==> config.mk <==
export PLATFORM = sky130hd
export DESIGN_NAME = mem_access_stage
export DESIGN_NICKNAME = d
export VERILOG_FILES = /design/src/rtl/mem_access_stage.sv
export SDC_FILE = /design/constraint.sdc
export NUM_CORES = 1
export LEC_CHECK = 0
export ABC_AREA = 1
export BUFFER_PORTS_ARGS = -buffer_cell sky130_fd_sc_hd__buf_4
export CAP_MARGIN = 10
export CORE_MARGIN = 2
export CORE_UTILIZATION = 28
export DETAILED_ROUTE_END_ITERATION = 8
export GPL_TIMING_DRIVEN = 0
export HOLD_SLACK_MARGIN = 0.12
export PLACE_DENSITY = 0.46
export SETUP_SLACK_MARGIN = 0.3
export SYNTH_ARGS = -nofsm -noshare
export SYNTH_HDL_FRONTEND = slang
export SYNTH_SLANG_ARGS = --single-unit
==> constraint.sdc <==
create_clock -name clk -period 6.2 [get_ports clk]
set_input_delay 0.31 -clock clk [delete_from_list [all_inputs] [get_ports clk]]
set_output_delay 0.31 -clock clk [all_outputs]
set_load 0.01 [all_outputs]
==> src/rtl/mem_access_stage.sv <==
// -----------------------------------------------------------------------------
// mem_access_stage
//
// Memory-access stage of the pipeline, between the EXE/MEM and MEM/WB pipeline
// registers. It runs loads and stores against a 32-bit req/ack data bus.
// - A word access is a single bus beat.
// - A doubleword access (ldc1/sdc1) is two back-to-back beats: low word first,
//   then high word.
// The pipeline is stalled while a transaction is in flight. The result is
// presented to MEM/WB for exactly one cycle (DONE).
//
// Parameters
//   TIMEOUT_CYCLES     cycles req may stay high without ack before the access
//                      is aborted with a bus error (2..255)
//
// Ports
//   clk, rst           clock and synchronous active-high reset
//   EXE_MEM_*          instruction held in EXE/MEM; must stay stable while
//                      MEM_Stall=1
//   dmem_*             data-memory bus; request fields are registered and held
//                      until ack
//   MEM_Result         load result (held outside DONE)
//   MEM_R_memtoReg     one-cycle pulse, load completed
//   MEM_memWrite       one-cycle pulse, store completed
//   MEM_Stall          freeze the front of the pipeline and MEM/WB
//   MEM_Misaligned     combinational alignment-exception pulse
//   MEM_BusError       one-cycle pulse, access aborted by timeout
// -----------------------------------------------------------------------------
module mem_access_stage #(
  parameter int unsigned TIMEOUT_CYCLES = 16
) (
  input  logic        clk,
  input  logic        rst,
  input  logic        EXE_MEM_MemRead,
  input  logic        EXE_MEM_MemWrite,
  input  logic        EXE_MEM_Double,
  input  logic [63:0] EXE_MEM_Result,
  input  logic [63:0] EXE_MEM_StoreData,
  output logic        dmem_req,
  output logic        dmem_we,
  output logic [31:0] dmem_addr,
  output logic [31:0] dmem_wdata,
  input  logic [31:0] dmem_rdata,
  input  logic        dmem_ack,
  output logic [63:0] MEM_Result,
  output logic        MEM_R_memtoReg,
  output logic        MEM_memWrite,
  output logic        MEM_Stall,
  output logic        MEM_Misaligned,
  output logic        MEM_BusError
);

  typedef enum logic [1:0] {
    IDLE    = 2'd0,
    BEAT_LO = 2'd1,
    BEAT_HI = 2'd2,
    DONE    = 2'd3
  } state_t;

  localparam logic [7:0] TIMEOUT_LIM = 8'(TIMEOUT_CYCLES);

  state_t      state, state_n;
  logic [7:0]  tcnt, tcnt_n;
  logic [7:0]  tcnt_inc;

  // Operation descriptor latched when leaving IDLE; EXE/MEM is not re-sampled
  // afterwards.
  logic        op_load, op_load_n;
  logic        op_double, op_double_n;
  logic [31:0] hi_addr, hi_addr_n;
  logic [31:0] hi_wdata, hi_wdata_n;
  logic [31:0] lo_data, lo_data_n;

  logic        req_n, we_n;
  logic [31:0] addr_n, wdata_n;
  logic [63:0] result_n;
  logic        memtoreg_n, memwrite_n, buserr_n;

  logic        memop;
  logic        aligned;
  logic [31:0] byte_addr;

  // Only the low 32 bits of the ALU result form the address.
  logic        unused_result_hi;
  assign unused_result_hi = ^EXE_MEM_Result[63:32];

  assign byte_addr = EXE_MEM_Result[31:0];
  assign memop     = EXE_MEM_MemRead | EXE_MEM_MemWrite;
  assign aligned   = EXE_MEM_Double ? (byte_addr[2:0] == 3'd0)
                                    : (byte_addr[1:0] == 2'd0);
  assign tcnt_inc  = tcnt + 8'd1;

  always_comb begin
    // NOTE: every signal written here gets a default first; a path that left
    // one unassigned would infer a latch.
    state_n        = state;
    tcnt_n         = tcnt;
    op_load_n      = op_load;
    op_double_n    = op_double;
    hi_addr_n      = hi_addr;
    hi_wdata_n     = hi_wdata;
    lo_data_n      = lo_data;
    req_n          = dmem_req;
    we_n           = dmem_we;
    addr_n         = dmem_addr;
    wdata_n        = dmem_wdata;
    result_n       = MEM_Result;
    memtoreg_n     = 1'b0;
    memwrite_n     = 1'b0;
    buserr_n       = 1'b0;
    MEM_Stall      = 1'b0;
    MEM_Misaligned = 1'b0;

    unique case (state)
      IDLE: begin
        tcnt_n = 8'd0;
        if (memop) begin
          if (!aligned) begin
            // Exception is raised this cycle and the instruction moves on.
            MEM_Misaligned = 1'b1;
          end else begin
            MEM_Stall   = 1'b1;
            state_n     = BEAT_LO;
            req_n       = 1'b1;
            // Read has priority when both read and write are flagged.
            we_n        = ~EXE_MEM_MemRead;
            addr_n      = byte_addr;
            wdata_n     = EXE_MEM_StoreData[31:0];
            op_load_n   = EXE_MEM_MemRead;
            op_double_n = EXE_MEM_Double;
            hi_addr_n   = byte_addr + 32'd4;
            hi_wdata_n  = EXE_MEM_StoreData[63:32];
            lo_data_n   = 32'd0;
          end
        end
      end

      BEAT_LO, BEAT_HI: begin
        MEM_Stall = 1'b1;
        if (dmem_ack) begin
          tcnt_n = 8'd0;
          if (state == BEAT_LO && op_double) begin
            // Keep req high and retarget the bus for the high word, so the
            // second beat starts without an idle bus cycle.
            if (op_load) lo_data_n = dmem_rdata;
            state_n = BEAT_HI;
            addr_n  = hi_addr;
            wdata_n = hi_wdata;
          end else begin
            state_n = DONE;
            req_n   = 1'b0;
            if (op_load) begin
              memtoreg_n = 1'b1;
              if (state == BEAT_LO) begin
                lo_data_n = dmem_rdata;
                result_n  = {{32{dmem_rdata[31]}}, dmem_rdata};
              end else begin
                result_n  = {dmem_rdata, lo_data};
              end
            end else begin
              memwrite_n = 1'b1;
            end
          end
        end else if (tcnt_inc == TIMEOUT_LIM) begin
          tcnt_n   = tcnt_inc;
          state_n  = DONE;
          req_n    = 1'b0;
          buserr_n = 1'b1;
          result_n = 64'd0;
        end else begin
          tcnt_n = tcnt_inc;
        end
      end

      DONE: begin
        // MEM/WB captures at the closing edge of this cycle.
        state_n = IDLE;
        tcnt_n  = 8'd0;
      end

      default: begin
        state_n = IDLE;
      end
    endcase

    // The pipeline is never held or trapped while in reset.
    if (rst) begin
      MEM_Stall      = 1'b0;
      MEM_Misaligned = 1'b0;
    end
  end

  always_ff @(posedge clk) begin
    // NOTE: non-blocking assignments so every register samples the values
    // from before the edge, independent of statement order.
    if (rst) begin
      state          <= IDLE;
      tcnt           <= 8'd0;
      op_load        <= 1'b0;
      op_double      <= 1'b0;
      hi_addr        <= 32'd0;
      hi_wdata       <= 32'd0;
      lo_data        <= 32'd0;
      dmem_req       <= 1'b0;
      dmem_we        <= 1'b0;
      dmem_addr      <= 32'd0;
      dmem_wdata     <= 32'd0;
      MEM_Result     <= 64'd0;
      MEM_R_memtoReg <= 1'b0;
      MEM_memWrite   <= 1'b0;
      MEM_BusError   <= 1'b0;
    end else begin
      state          <= state_n;
      tcnt           <= tcnt_n;
      op_load        <= op_load_n;
      op_double      <= op_double_n;
      hi_addr        <= hi_addr_n;
      hi_wdata       <= hi_wdata_n;
      lo_data        <= lo_data_n;
      dmem_req       <= req_n;
      dmem_we        <= we_n;
      dmem_addr      <= addr_n;
      dmem_wdata     <= wdata_n;
      MEM_Result     <= result_n;
      MEM_R_memtoReg <= memtoreg_n;
      MEM_memWrite   <= memwrite_n;
      MEM_BusError   <= buserr_n;
    end
  end

endmodule
Word-level counts from Yosys, hierarchy flattened
Index checks and enable logic that the tools add are counted.

Register bits: 241. Bits in latches: 0. Bits in writable memories: 0. ROM bits: 0. Bits of input ports: 166. Output and inout port bits: 135. Logic and storage cells: 100. Memories kept: 0.

$add $sub $neg: 2. Multiply operators: 0. Divide/modulo/power cells: 0. Magnitude comparators: 0. Equal/unequal tests: 14. Shifts and indexed selects: 0. Multiplexer cells: 49. Bitwise operators: 4. Reduce and logical (&&, ||, !) cells: 16.

Operator list (count): 32-bit two-way mux (15); 64-bit two-way mux (4); 32-bit case mux with 2 select lines (3); 63-bit two-way mux (1); 32-bit by 3-bit adder with 32-bit output, second input constant (1); 1-bit two-way mux (17); 8-bit case mux with 2 select lines (1); 2-bit inequality test, second input constant (6); 5-bit AND reduction (2); 3-bit inequality test, second input constant (3); 8-bit by 1-bit adder with 8-bit output, second input constant (1); 8-bit by 5-bit == test with 1-bit output, second input constant (1); 2-bit two-way mux (4); 8-bit two-way mux (1); 2-bit case mux with 3 select lines (1); 3-bit AND reduction (2); 6-bit AND reduction (1); 2-bit == test, second input constant (2); 2-bit zero test (2); 1-bit case mux with 2 select lines (2); 4-bit AND reduction (1); 2-bit nonzero test (2); 2-bit OR reduction (2); 4-bit OR reduction (1); 7 further kinds (9).

Depth between registers and ports, before layout
Gate-level depths: netlist of the first run.

Depth in word-level cells: 6. Mapped depth: 15.

Least setup slack after synthesis of the first run
No wires, ideal clock.

Path kind: reg-to-output. Start point: register state[0]. End point: output port MEM_Stall. Arrival time: 1639 ps. Slack: 4251 ps. Stages on the path, launching flop included: 8. Path buffers: 1. Cells stage by stage: dfxtp_1 -> inv_1 -> ha_1 -> inv_1 -> nor3_1 -> inv_1 -> clkbuf_1 -> a211oi_1.

Longest elaborated chain between the ends: 4. Elaborated cells between the ends (all ways): 6.

RTL lines: start, declared (RTL line 62) `state_t state, state_n;`; start signal, assigned (RTL line 213) `state <= state_n;`; 2-bit by 1-bit == test with 1-bit output / 2-bit == test (equally long branches) (RTL line 114) `unique case (state)`; 2-bit OR reduction (RTL line 114); 1-bit case mux with 2 select lines * (RTL line 114); 1-bit two-way mux * (RTL line 187) `if (rst) begin`; end, declared (RTL line 48) `output logic MEM_Stall,`.

Mark *: on every way between the ends. The rest lies on a longest branch, timed or not.

Worst setup path after layout of the first run
Ends and elaborated chain as after synthesis.

==> results of run 1 <==
==> layout make-up <==
| cell class | count | share of cell area (%) |
|---|---|---|
| Multi-Input combinational cell | 1121 | 32.45 |
| Sequential cell | 241 | 29.99 |
| Timing Repair Buffer | 393 | 20.28 |
| Clock buffer | 45 | 5.584 |
| Tap cell | 518 | 4.029 |
| Buffer | 117 | 3.445 |
| Inverter | 136 | 3.173 |
| Clock inverter | 12 | 1.042 |
==> synthesized netlist by cell type (all sizes together) <==
cell type / instances
xor2: 9
nand2: 372
o211ai: 11
xnor2: 4
or2: 3
nand4: 34
a211oi: 15
nor4: 3
nor2: 256
o21ai: 178
nor3b: 1
o22ai: 1
clkinv: 2
a31oi: 64
buf: 52
inv: 134
nand3b: 9
dfxtp: 241
o2bb2ai: 1
and3: 1
nor3: 14
nand3: 55
clkbuf: 65
ha: 7
a21oi: 83
==> cells by family after synthesis <==
family	synth area share, %
and+or+nand+nor	27.47
adders and majority gates	0.7883
buffers and inverters	9.583
xor gates and xnor gates	1.025
AOI/OAI and AO/OA	17.71
DFF	43.42
==> critical path: stages, from the launching register on <==
cell and delay [ns]:
sky130_fd_sc_hd__dfxtp_1 0.36, sky130_fd_sc_hd__inv_1 0.10, sky130_fd_sc_hd__ha_1 0.23, sky130_fd_sc_hd__inv_1 0.09
sky130_fd_sc_hd__nor3_1 0.51, sky130_fd_sc_hd__inv_1 0.21, sky130_fd_sc_hd__clkbuf_1 0.35, sky130_fd_sc_hd__a211oi_1 0.48
sky130_fd_sc_hd__buf_4 0.20
==> path summary, 6_finish.rpt <==
kind,start,to,cells after the start
max,state[0],MEM_Stall,8
min,dmem_rdata[7],lo_data[7],5
max reg2reg,state[0],dmem_addr[23],7
min reg2reg,hi_addr[1],hi_addr[1],2
==> sequential cells by signal, summed over array words and instances (netlist names) <==
| signal | cells |
|---|---|
| MEM_Result | 64 |
| dmem_addr | 32 |
| dmem_wdata | 32 |
| hi_addr | 32 |
| hi_wdata | 32 |
| lo_data | 32 |
| tcnt | 8 |
| state | 2 |
| MEM_BusError | 1 |
| MEM_R_memtoReg | 1 |
| MEM_memWrite | 1 |
| dmem_req | 1 |
| dmem_we | 1 |
| op_double | 1 |
| op_load | 1 |
==> metrics by stage <==
step	util, %	hold slack [ns]	power [mW]	area (sq um)
after floorplan	-	0.4002	3.705	11110
after global placement	35.38	0.4349	4.856	13770
after detailed placement	35.38	0.4395	4.868	13770
after CTS	41.34	0.1333	6.845	16090
after global routing	41.34	0.2045	7.257	16090
final	41.34	0.1699	6.762	16090
==> per-layer routing <==
metal	global-route usage (%)	vias up	wire length, microns
met4	5.970	0	1282
met2	34.63	357	20150
met5	0	-	0
met3	4.107	71	2883
li1	-	6120	-
met1	27.93	5585	19960
==> timing repair <==
| item | in CTS | in global routing |
|---|---|---|
| hold buffers | 125 | 0 |
| hold endpoints to repair | 147 | 0 |
| setup buffers | 0 | 0 |
==> power by group through the flow <==
stage	Combinational, mW	Clock (mW)	Sequential [mW]
CTS	2.86	1.93	2.05
floorplan	1.57	0	2.13
detailed placement	2.79	0	2.08
global placement	2.77	0	2.08
finish	2.83	1.88	2.05
global route	3.18	1.99	2.09
==> PnR_summary.wiki, run 1 <==
{| class="wikitable"
! Metric !! Value
|-
| Result of the run || completed
|-
| Syn_area_per_cell || 6.880 sq um
|-
| Most area-hungry cell type in the Yosys netlist || sky130_fd_sc_hd__dfxtp_1
|-
| Headroom to the max-slew limit || 41.29%
|-
| Violation count after the first detailed-route iteration || 649
|-
| Post-detailed-route count of antenna-violating nets || 0
|-
| Largest net degree at the start of global routing || 15
|-
| Total Routed Length || 44.27 mm
|-
| Number of vias after detailed routing || 12133
|-
| Setup Total Neg Slack || 0 ns
|-
| Post-cts gate resize count || 0
|-
| Number of antenna repair diodes || 0
|-
| Arrival time at the worst endpoint || 3.11 ns
|-
| DRC violation count after routing || 0
|-
| CP Capture Type || output pin
|-
| Area used by multi-input combinational logic || 0.005221 sq mm
|-
| Fraction of synthesized cell area taken by the top area cell type || 43.42%
|-
| Crit share post-route || 55.22%
|-
| Number of standard cells after synthesis || 1615
|-
| Maximum clock frequency || 0.2921 GHz
|-
| Sequential power share || 30.3%
|-
| Via/cell ratio || 4.697
|-
| Final worst path period need || 3.424 ns
|-
| Number of sinks handled by clock tree synthesis || 241
|-
| Most frequent standard cell in the layout excluding fill and tap cells || sky130_fd_sc_hd__nand2_1
|-
| Drt wl/cell || 17.14 microns
|-
| RSZ-0062 raised after global routing || false
|-
| Vias in the first global route || 11969
|-
| Number of core rows || 72
|-
| Worst clock skew || 0.01336 ns
|-
| Post-synthesis net count || 1788
|-
| Actual slew at the worst max-slew pin || 0.8806 ns
|-
| Largest fanout of any net on the critical path || 10
|-
| Setup slack after placement || 3.368 ns
|-
| Total number of H-tree levels || 1
|-
| Placeable Area || 0.03892 sq mm
|-
| Slew Limit Fails || 0
|-
| Number of placed instances with taps included || 2401
|-
| Share of the yosys chip area belonging to registers || 43.42%
|-
| Initial antenna violation count || 0
|-
| Worst-path clk slew || 0.06 ns
|-
| Number of max-cap violations || 0
|-
| Post-synthesis to final-layout area growth || 44.80%
|-
| Later-pin clock latency in the skew report || 0.57 ns
|-
| Drt pass-1 iters || 5
|-
| Final net count || 2214
|-
| PnR worst setup slack || 2.776 ns
|-
| Flip-flop and latch count after synthesis || 241
|-
| Net switching fraction of the power || 40.34%
|-
| Gr usage total || 21.02%
|-
| Static leakage || 7.326 nW
|-
| Number of buffers between clock root and the deepest sink || 3
|-
| Routability Congestion || 0.9275
|-
| Ys Warns || 0
|-
| Fill count || 4175
|-
| Non-filler cells in the finished layout || 2583
|-
| Max IR drop VDD || 240.3 uV
|-
| Cell chosen for the clock root || sky130_fd_sc_hd__clkbuf_16
|-
| Internal || 4.034 mW
|-
| Commonest cells after routing, fill and taps aside || sky130_fd_sc_hd__nand2_1, sky130_fd_sc_hd__buf_4, sky130_fd_sc_hd__nor2_1
|-
| Global-route wire length before repair || 68.27 mm
|-
| Total power density per cell area || 420.3 mW/mm^2
|-
| Clock network power share || 27.7%
|-
| Clock buffer count from CTS || 31
|-
| Portion of total power attributed to combinational logic || 41.9%
|-
| Share of final-layout standard cells stronger than drive strength 1 || 18.79%
|-
| Count of endpoints failing hold in the final timing report || 0
|-
| Die Wd || 203.2 microns
|-
| Top-Level Pins || 301
|-
| TritonCTS clock tree || built
|-
| Critical path launch point type || flop
|-
| Die Height || 203.2 microns
|-
| Hold Path Class || input port to flop
|-
| Synth cell types || 34
|-
| Synthesized area || 0.01111 sq mm
|-
| Switching power of the nets || 2.728 mW
|-
| Storage element area || 0.004825 sq mm
|-
| HPWL reported at the end of detailed placement || 32.82 mm
|-
| CP Data Required Time || 5.89 ns
|-
| Type of the worst setup path || flop to output pin
|-
| Minimum setup slack among reg-to-reg paths || 3.63 ns
|-
| Top post-synthesis cells by area || sky130_fd_sc_hd__dfxtp_1, sky130_fd_sc_hd__nand2_1, sky130_fd_sc_hd__nor2_1, sky130_fd_sc_hd__o21ai_0, sky130_fd_sc_hd__inv_1
|-
| Total of endpoints with negative setup slack in the final report || 0
|-
| Global route overflow || 0
|-
| Initial Util || 28.55%
|-
| Count of input and output buffers || 268
|-
| DIE AREA || 0.04129 sq mm
|}
Note: power is estimated with default switching activity, not from simulation.
==> inputs of run 2 (changes only) <==
==> constraint.sdc (replaced) <==
create_clock -name clk -period 3.5 [get_ports clk]
set_input_delay 0.175 -clock clk [delete_from_list [all_inputs] [get_ports clk]]
set_output_delay 0.175 -clock clk [all_outputs]
set_load 0.01 [all_outputs]
==> run 2 against run 1 <==
Against the previous run:
- critical path depth stayed put
- first-iteration DRC count is 1.5% higher
- count of clock-buffer cells in the layout is the same
- critical endpoint is now lo_data[3]
- final cell count grew 0.31%
- non-clock buffer count grew 8
- register-to-register slack lost 3.2 ns
- global-route usage is 0.055 points higher
- sequential power grew 78%
- worst setup slack got worse by 2.3 ns
==> PnR_summary.wiki, run 2 (synthesized netlist as in run 1, its figures left out) <==
{| class="wikitable"
! Metric !! Value
|-
| Result of the run || completed
|-
| Gr usage total || 21.08% (+0.055 points)
|-
| Fill count || 4169 (-0.14%)
|-
| Number of placed instances with taps included || 2401 (unchanged)
|-
| DRC violation count after routing || 0 (unchanged)
|-
| Worst clock skew || 0.01299 ns (-0.0003728 ns)
|-
| Clock buffer count from CTS || 31 (unchanged)
|-
| Register ranked first by flip-flop count || MEM_Result
|-
| Total placed instance area || 0.01377 sq mm (unchanged)
|-
| DIE AREA || 0.04129 sq mm (unchanged)
|-
| Clock network power share || 27.7% (about the same)
|-
| Setup Total Neg Slack || 0 ns (unchanged)
|-
| CP Data Required Time || 4.01 ns (-1.88 ns)
|-
| Slew Limit Fails || 0 (unchanged)
|-
| Number of sinks handled by clock tree synthesis || 241 (unchanged)
|-
| Arrival time at the worst endpoint || 3.58 ns (+0.47 ns)
|-
| Die Wd || 203.2 microns (unchanged)
|-
| Critical path launch point type || flop
|-
| Portion of total power attributed to combinational logic || 42.0% (about the same)
|-
| Later-pin clock latency in the skew report || 0.57 ns (about the same)
|-
| Non-filler cells in the finished layout || 2591 (+0.31%)
|-
| Cell chosen for the clock root || sky130_fd_sc_hd__clkbuf_16
|-
| Global route overflow || 0 (unchanged)
|-
| Storage element area || 0.004825 sq mm (unchanged)
|-
| Actual slew at the worst max-slew pin || 0.8879 ns (+0.007325 ns)
|-
| Total Routed Length || 44.40 mm (+0.28%)
|-
| Max IR drop VDD || 427.0 uV (+78%)
|-
| Sequential power share || 30.3% (about the same)
|-
| Internal || 7.159 mW (+77%)
|-
| Most frequent standard cell in the layout excluding fill and tap cells || sky130_fd_sc_hd__nand2_1
|-
| Count of input and output buffers || 268 (unchanged)
|-
| Largest net degree at the start of global routing || 15 (unchanged)
|-
| Hold Path Class || input port to flop
|-
| Total power density per cell area || 742.2 mW/mm^2 (+77%)
|-
| Setup bufs post-CTS || 0 (unchanged)
|-
| Number of vias after detailed routing || 12114 (-0.16%)
|-
| Share of final-layout standard cells stronger than drive strength 1 || 18.81% (+0.024 points)
|-
| TritonCTS clock tree || built
|-
| Net switching fraction of the power || 40.38% (about the same)
|-
| Post-detailed-route count of antenna-violating nets || 0 (unchanged)
|-
| CP Capture Type || flop
|-
| Worst Hold Margin || 0.1529 ns (-0.01697 ns)
|-
| Final worst path period need || 3.072 ns
|-
| Routability Congestion || 0.9275 (unchanged)
|-
| Final net count || 2222 (+0.36%)
|-
| Design area || 0.01618 sq mm (+0.56%)
|-
| PnR worst setup slack || 0.4277 ns (-2.349 ns)
|-
| Via/cell ratio || 4.675 (-0.46%)
|-
| Setup slack after placement || 0.8026 ns (-2.565 ns)
|-
| Static leakage || 7.368 nW (+0.57%)
|-
| Headroom to the max-slew limit || 40.80% (-0.49 points)
|-
| Max reg flops || 64 (unchanged)
|-
| Post-synthesis to final-layout area growth || 45.61%
|-
| Placeable Area || 0.03892 sq mm (unchanged)
|-
| Number of max-cap violations || 0 (unchanged)
|-
| Drt pass-1 iters || 7 (+2)
|-
| Number of core rows || 72 (unchanged)
|-
| Area used by multi-input combinational logic || 0.005231 sq mm (+0.19%)
|-
| Number of buffers between clock root and the deepest sink || 3 (unchanged)
|-
| Maximum clock frequency || 0.3255 GHz
|-
| HPWL reported at the end of detailed placement || 32.82 mm (unchanged)
|-
| Largest fanout of any net on the critical path || 10 (unchanged)
|-
| Total number of H-tree levels || 1 (unchanged)
|-
| Die Height || 203.2 microns (unchanged)
|-
| Type of the worst setup path || flop to flop
|-
| Crit share post-route || 87.78%
|-
| Vias in the first global route || 12028 (+0.49%)
|-
| Number of antenna repair diodes || 0 (unchanged)
|-
| Switching power of the nets || 4.848 mW (+78%)
|-
| Global-route wire length before repair || 68.50 mm (+0.33%)
|-
| RSZ-0062 raised after global routing || false
|-
| Worst-path clk slew || 0.06 ns (about the same)
|-
| Violation count after the first detailed-route iteration || 659 (+1.5%)
|-
| Count of endpoints failing hold in the final timing report || 0 (unchanged)
|-
| Commonest cells after routing, fill and taps aside || sky130_fd_sc_hd__nand2_1, sky130_fd_sc_hd__buf_4, sky130_fd_sc_hd__nor2_1
|-
| Initial antenna violation count || 0 (unchanged)
|-
| Drt wl/cell || 17.13 microns (about the same)
|-
| Total of endpoints with negative setup slack in the final report || 0 (unchanged)
|-
| Initial Util || 28.55% (unchanged)
|-
| Top-Level Pins || 301 (unchanged)
|}
-- run 2: power groups by stage --
stage	combinational [mW]	sequential, mW	clock (mW)
floorplan	2.78	3.78	0
global placement	4.91	3.69	0
detailed placement	4.94	3.69	0
CTS	5.08	3.64	3.42
global route	5.65	3.70	3.53
finish	5.04	3.64	3.33
-- run 2: per-layer routing --
layer,GRT usage [%],part of all wire (%)
met4,5.970,2.8
met1,28.00,46
met3,4.059,5.9
met5,0,0
met2,34.78,46
-- run 2: worst max-delay path: stages, from the launching register on --
cell and delay, ns:
sky130_fd_sc_hd__dfxtp_1 0.43, sky130_fd_sc_hd__inv_1 0.10, sky130_fd_sc_hd__ha_1 0.28, sky130_fd_sc_hd__buf_2 0.16
sky130_fd_sc_hd__clkbuf_1 0.69, sky130_fd_sc_hd__clkbuf_1 0.52, sky130_fd_sc_hd__nand4_1 0.17, sky130_fd_sc_hd__o21ai_0 0.11
sky130_fd_sc_hd__dlygate4sd3_1 0.56
-- run 2: timing repair --
item | in CTS | in global routing
hold endpoints to repair | 215 | 0
resized for setup | 1 | 1
pin swaps | 0 | 0
hold buffers | 133 | 0
endpoints found under the setup margin | 1 | 1
-- run 2: path summary, 6_finish.rpt --
check | start | endpoint | slack (ns) | cells past startpoint
worst max-delay path | state[0] | lo_data[3] | 0.43 | 8
worst min-delay path | rst | lo_data[2] | 0.15 | 4
worst max register to register | state[0] | lo_data[3] | 0.43 | 8
worst min register to register | hi_addr[1] | hi_addr[1] | 0.45 | 2
-- run 2: cell type report --
| class | instances | share of cell area (%) |
|---|---|---|
| multi-input combinational | 1121 | 32.34 |
| tap | 518 | 4.006 |
| inverter | 136 | 3.155 |
| timing repair buffer | 401 | 20.67 |
| clock inverter | 12 | 1.036 |
| sequential | 241 | 29.82 |
| clock buffer | 45 | 5.553 |
| buffer | 117 | 3.426 |
-- run 2: metrics by stage --
step	utilization, %	power [mW]
floorplan	-	6.564
global placement	35.38	8.602
detailed placement	35.38	8.623
CTS	41.56	12.14
global route	41.57	12.88
finish	41.57	12.01
